`config.mk`:
```
export PLATFORM = sky130hd
export DESIGN_NAME = regdump_streamer
export DESIGN_NICKNAME = d
export VERILOG_FILES = /design/src/rtl/regdump_streamer.sv
export SDC_FILE = /design/constraint.sdc
export NUM_CORES = 1
export LEC_CHECK = 0
export CAP_MARGIN = 10
export CORE_MARGIN = 1
export CORE_UTILIZATION = 35
export DETAILED_ROUTE_END_ITERATION = 6
export GPL_TIMING_DRIVEN = 0
export PLACE_DENSITY_LB_ADDON = 0.3
export SLEW_MARGIN = 5
export SYNTH_ARGS = -nofsm -noshare
export SYNTH_HDL_FRONTEND = slang
export SYNTH_SLANG_ARGS = --single-unit
export TNS_END_PERCENT = 20
```
`constraint.sdc`:
```
create_clock -name clk -period 1.5 [get_ports clk]
set_input_delay 0.3 -clock clk [delete_from_list [all_inputs] [get_ports clk]]
set_output_delay 0.3 -clock clk [all_outputs]
set_load 0.01 [all_outputs]
```
`src/rtl/regdump_streamer.sv`:
```
// regdump_streamer: walks reg_sel over the CPU register file and streams each sampled word with its index.
// Define REGDUMP_CHKSUM_EN to append an XOR checksum word (index all-ones) after the last register.
module regdump_streamer #(
  parameter int NUM_REGS = 32,
  parameter int SEL_W    = 5,
  parameter int READ_LAT = 0
) (
  input  logic             clk,
  input  logic             rstn,
  input  logic             start,
  output logic             busy,
  output logic             done,
  output logic [SEL_W-1:0] reg_sel,
  input  logic [31:0]      reg_data,
  output logic             out_valid,
  input  logic             out_ready,
  output logic [31:0]      out_data,
  output logic [SEL_W-1:0] out_idx,
  output logic             out_last
);
  typedef enum logic [1:0] {IDLE, SETTLE, SEND} state_t;
  localparam int CNT_W = $clog2(READ_LAT + 2);
  localparam logic [SEL_W-1:0] LAST_IDX = SEL_W'(NUM_REGS - 1);
  localparam logic [CNT_W-1:0] LAT = CNT_W'(READ_LAT);
  state_t state_q, state_d;
  logic [SEL_W-1:0] idx_q, idx_d, sel_q, sel_d, oidx_q, oidx_d;
  logic [CNT_W-1:0] cnt_q, cnt_d;
  logic [31:0] data_q, data_d;
  logic busy_q, busy_d, done_q, done_d, vld_q, vld_d, last_q, last_d;
`ifdef REGDUMP_CHKSUM_EN
  logic [31:0] chk_q, chk_d;
  logic tail_q, tail_d;
`endif
  wire hs = vld_q & out_ready;
  always_ff @(posedge clk) begin
    if (!rstn) begin
      state_q <= IDLE;
      idx_q   <= '0;
      sel_q   <= '0;
      oidx_q  <= '0;
      cnt_q   <= '0;
      data_q  <= '0;
      busy_q  <= 1'b0;
      done_q  <= 1'b0;
      vld_q   <= 1'b0;
      last_q  <= 1'b0;
`ifdef REGDUMP_CHKSUM_EN
      chk_q   <= '0;
      tail_q  <= 1'b0;
`endif
    end else begin
      state_q <= state_d;
      idx_q   <= idx_d;
      sel_q   <= sel_d;
      oidx_q  <= oidx_d;
      cnt_q   <= cnt_d;
      data_q  <= data_d;
      busy_q  <= busy_d;
      done_q  <= done_d;
      vld_q   <= vld_d;
      last_q  <= last_d;
`ifdef REGDUMP_CHKSUM_EN
      chk_q   <= chk_d;
      tail_q  <= tail_d;
`endif
    end
  end
  always_comb begin
    state_d = state_q;
    idx_d   = idx_q;
    sel_d   = sel_q;
    oidx_d  = oidx_q;
    cnt_d   = cnt_q;
    data_d  = data_q;
    busy_d  = busy_q;
    done_d  = 1'b0;
    vld_d   = vld_q;
    last_d  = last_q;
`ifdef REGDUMP_CHKSUM_EN
    chk_d   = chk_q;
    tail_d  = tail_q;
`endif
    case (state_q)
      IDLE: if (start) begin
        state_d = SETTLE;
        busy_d  = 1'b1;
        idx_d   = '0;
        sel_d   = '0;
        cnt_d   = LAT;
`ifdef REGDUMP_CHKSUM_EN
        chk_d   = '0;
`endif
      end
      SETTLE: if (cnt_q != '0) cnt_d = cnt_q - 1'b1;
      else begin
        state_d = SEND;
        vld_d   = 1'b1;
        data_d  = reg_data;
        oidx_d  = idx_q;
`ifdef REGDUMP_CHKSUM_EN
        last_d  = 1'b0;
        tail_d  = idx_q == LAST_IDX;
        chk_d   = chk_q ^ reg_data;
`else
        last_d  = idx_q == LAST_IDX;
`endif
      end
      SEND: if (hs) begin
        vld_d = 1'b0;
        if (last_q) begin
          state_d = IDLE;
          busy_d  = 1'b0;
          done_d  = 1'b1;
          sel_d   = '0;
          last_d  = 1'b0;
        end
`ifdef REGDUMP_CHKSUM_EN
        else if (tail_q) begin
          // Checksum word follows immediately; reg_sel is no longer meaningful here.
          vld_d  = 1'b1;
          data_d = chk_q;
          oidx_d = '1;
          last_d = 1'b1;
          tail_d = 1'b0;
        end
`endif
        else begin
          state_d = SETTLE;
          idx_d   = idx_q + 1'b1;
          sel_d   = idx_q + 1'b1;
          cnt_d   = LAT;
        end
      end
      default: state_d = IDLE;
    endcase
  end
  assign busy      = busy_q;
  assign done      = done_q;
  assign reg_sel   = sel_q;
  assign out_valid = vld_q;
  assign out_data  = data_q;
  assign out_idx   = oidx_q;
  assign out_last  = last_q;
endmodule

```
==> qor.yml <==
yosys:
  synthTopCellsByArea: "dfxtp_1 (55%), nand2_1 (15%), a21oi_1 (11%)"
  ys_seq_area_frac: 0.545
  syn-instance-count: 235
  syn_area_mm2: 0.00195
  yosysUniqueCellTypes: 29
  yosys_warnings: 0
  synth_nets: 273
  syn_avg_cell_area_um2: 8.28
  yosys_most_used_dff: "dfxtp_1"
  synth_top_area_cell: "dfxtp_1"
  synth_top_area_frac: 0.545
  async_reset_ff_frac: 0
  synth_edf_count: 0
  ys_ff_latch: 53
setup_path:
  cp_top_family: "buffers and inverters"
  crit_path_cell_trace: "clkdlybuf4s50_1, or3b_1, buf_6, a2111oi_4, o2bb2ai_1"
  cp_slowest_cell: "clkdlybuf4s50_1"
  critPathLaunchType: "input port"
  reg2regPathDepth: 4
  crit_fanout: 4
  rr_endpoint: "idx_q[2]"
  ff2ff_setup_slack_ns: 0.07
  path_class: "input port to flip-flop"
  r2r-start: "state_q[1]"
  cp.depth: 5
  cp-end-kind: "flip-flop"
  path_buf_inv: 2
  cp_slowest_stage_delay_ns: 0.48
  crit_arrival_ns: 1.75
  crit_required_ns: 1.74
floorplanning:
  die_y_um: 76.6
  fp.coreArea_mm2: 0.00524
  fp-row-count: 26
  io_pins: 82
  start_util: 0.371
  die_x_um: 76.6
  dieArea_mm2: 0.00586
drt:
  viasPerCell: 4.69
  drt_iter0_markers: 70
  dr_total_vias: 1862
  routed_wl_um: 4810
  firstDrtPassIters: 4
  drc: 0
  final_antenna_net_count: 0
  wire_per_inst_um: 12.1
sta:
  hold_viol_final: 0
  setup_ws_ns: -0.0139
  slew_headroom: 0.676
  fmaxAchievable_ghz: 0.661
  timing.final.crit_share: 1.01
  fin_crit_ns: 1.51
  tightestPinTransition_ns: 0.486
  finalMaxSlewViolations: 0
  skew_ns: 0.00841
  setup_violations: 2
  rsz0062_at_grt: "true"
grt:
  grt_pass1_wl_um: 7800
  antenna_found_initial: 0
  track_usage: 0.165
  overflow: 0
  grtUsageMet1: 0.206
  grt_pass1_vias: 1675
  grtUsageMet2: 0.281
  grt_max_degree: 15
  busiest_layer: "met2"
  grtUsageMet3: 0.0455
finish:
  drive_gt1_frac: 0.0856
  final_cell_count_no_fill: 397
  areaGrowthSynthToFinish_pct: 58.1
  n_antenna_cell: 0
  fin_nets: 366
placed_design:
  place_congestion: 0.785
  port_buffers: 81
  dp_hpwl_um: 3290
  dp.cells: 386
clocking:
  clk_pin_slew_ns: 0.09
  root_buffer: "clkbuf_8"
  cts_max_path_buffers: 2
  cts_buffers: 5
  cts_tree: "built"
  clock_latency_ns: 0.30
  cts.sinks: 53
  cts_max_level: 2
status:
  violations: "negative setup slack"
  outcome: "finished with violations"
pwr:
  p_leak_uw: 0.00173
  combPwrFrac: 0.160
  netSwitchingFraction: 0.248
  ir_drop_mv: 0.471
  p_total_uw: 2660
  pwr-share-seq: 0.565
  power_density_mw_per_mm2: 865
  clock_power_share: 0.275
  internal_power_uw: 2000
  p_sw_uw: 660
min_path:
  worstHoldEndpoint: "out_idx[4]"
  hold_depth: 2
  min_from: "out_idx[4]"
  holdCritPathClass: "flip-flop to flip-flop"
run:
  max_cap_viol_count: 0
[worst max path at each step]
stage / slack (ns) / start / to
finish: -0.01 / start / idx_q[2]
global route: -0.09 / start / idx_q[2]
CTS: 0.0008 / out_data[17] / out_data[17]
detailed placement: -0.43 / start / reg_sel[2]
global placement: -0.41 / start / reg_sel[2]
floorplan: 0.08 / state_q[1] / reg_sel[2]
[cells in the mapped netlist (3+ instances only)]
library cell  instances
dfxtp_1              53
nor2_1                3
nand3_1               8
nand2_1              78
o21ai_0               3
a21oi_1              44
o22ai_1               3
nand2b_1              3
buf_1                 4
clkbuf_1             10
[power groups by stage]
stage | logic (µW) | clock network, µW | registers (µW)
6_report | 425 | 731 | 1500
2_1_floorplan | 155 | 0 | 1560
4_1_cts | 439 | 773 | 1500
5_1_grt | 465 | 837 | 1510
3_5_place_dp | 424 | 0 | 1540
3_3_place_gp | 421 | 0 | 1540
[worst min-delay path, cell delays in order, from the launching register on]
cell and delay, ns:
dfxtp_1 0.31, nand2_1 0.05, a21oi_1 0.05
[layout by cell type, fill, tap and decap left out, types with 4 or more instances in the layout]
cell	synthesis	layout
dfxtp_1	53	50
clkbuf_1	10	5
nand3_1	8	8
clkdlybuf4s50_1	0	40
a21oi_1	44	44
clkbuf_2	0	6
nand2_1	78	78
dlygate4sd2_1	0	4
clkbuf_8	0	5
buf_4	0	5
buf_2	2	4
dlymetal6s2s_1	0	37
[state kept, by name, summed over array words and instances (netlist names)]
name,count
out_valid,1
done,1
busy,1
idx_q,5
out_data,32
out_last,1
state_q,2
out_idx,5
reg_sel,5
[per-layer routing]
layer / vias up / part of all wire
li1: 965 / -
met1: 840 / 0.45
met2: 55 / 0.48
met3: 2 / 0.058
met4: 0 / 0.0027
met5: - / 0
[cells by family (layout without fill, tap and decap cells)]
group / after synthesis / after routing / synth area share
and+or+nand+nor: 103 / 103 / 0.227
buffers and inverters: 18 / 110 / 0.0360
xor gates and xnor gates: 2 / 2 / 0.00900
DFF: 53 / 53 / 0.545
adders and majority gates: 2 / 2 / 0.0129
AOI/OAI and AO/OA: 57 / 57 / 0.170
[through the flow]
stage / TNS, ns / util / worst slack [ns] / instance area [µm²] / hold WS [ns]
2_1_floorplan: 0 / - / 0.0762 / 1950 / 0.436
3_5_place_dp: -12.71 / 0.543 / -0.426 / 2840 / 0.446
3_3_place_gp: -12.00 / 0.543 / -0.414 / 2840 / 0.442
5_1_grt: -0.162 / 0.587 / -0.0946 / 3080 / 0.475
6_report: -0.0261 / 0.587 / -0.0139 / 3080 / 0.454
4_1_cts: 0 / 0.567 / 0.000818 / 2970 / 0.458
[timing repair]
item,CTS,global route
pin swaps,2,0
hold buffers,0,0
resized for setup,14,48
setup buffers,5,0
endpoints found under the setup margin,33,81
[cell type report]
class | instances | area, µm²
flip-flops and latches | 53 | 1070
fillers | 477 | 2160
clock buffers | 5 | 68.8
clock inverters | 1 | 5.00
plain buffers | 16 | 80.1
inverters | 2 | 7.51
multi-input cells | 164 | 821
well taps | 70 | 87.6
repair buffers | 86 | 936
(Power assumes the default switching activity.)
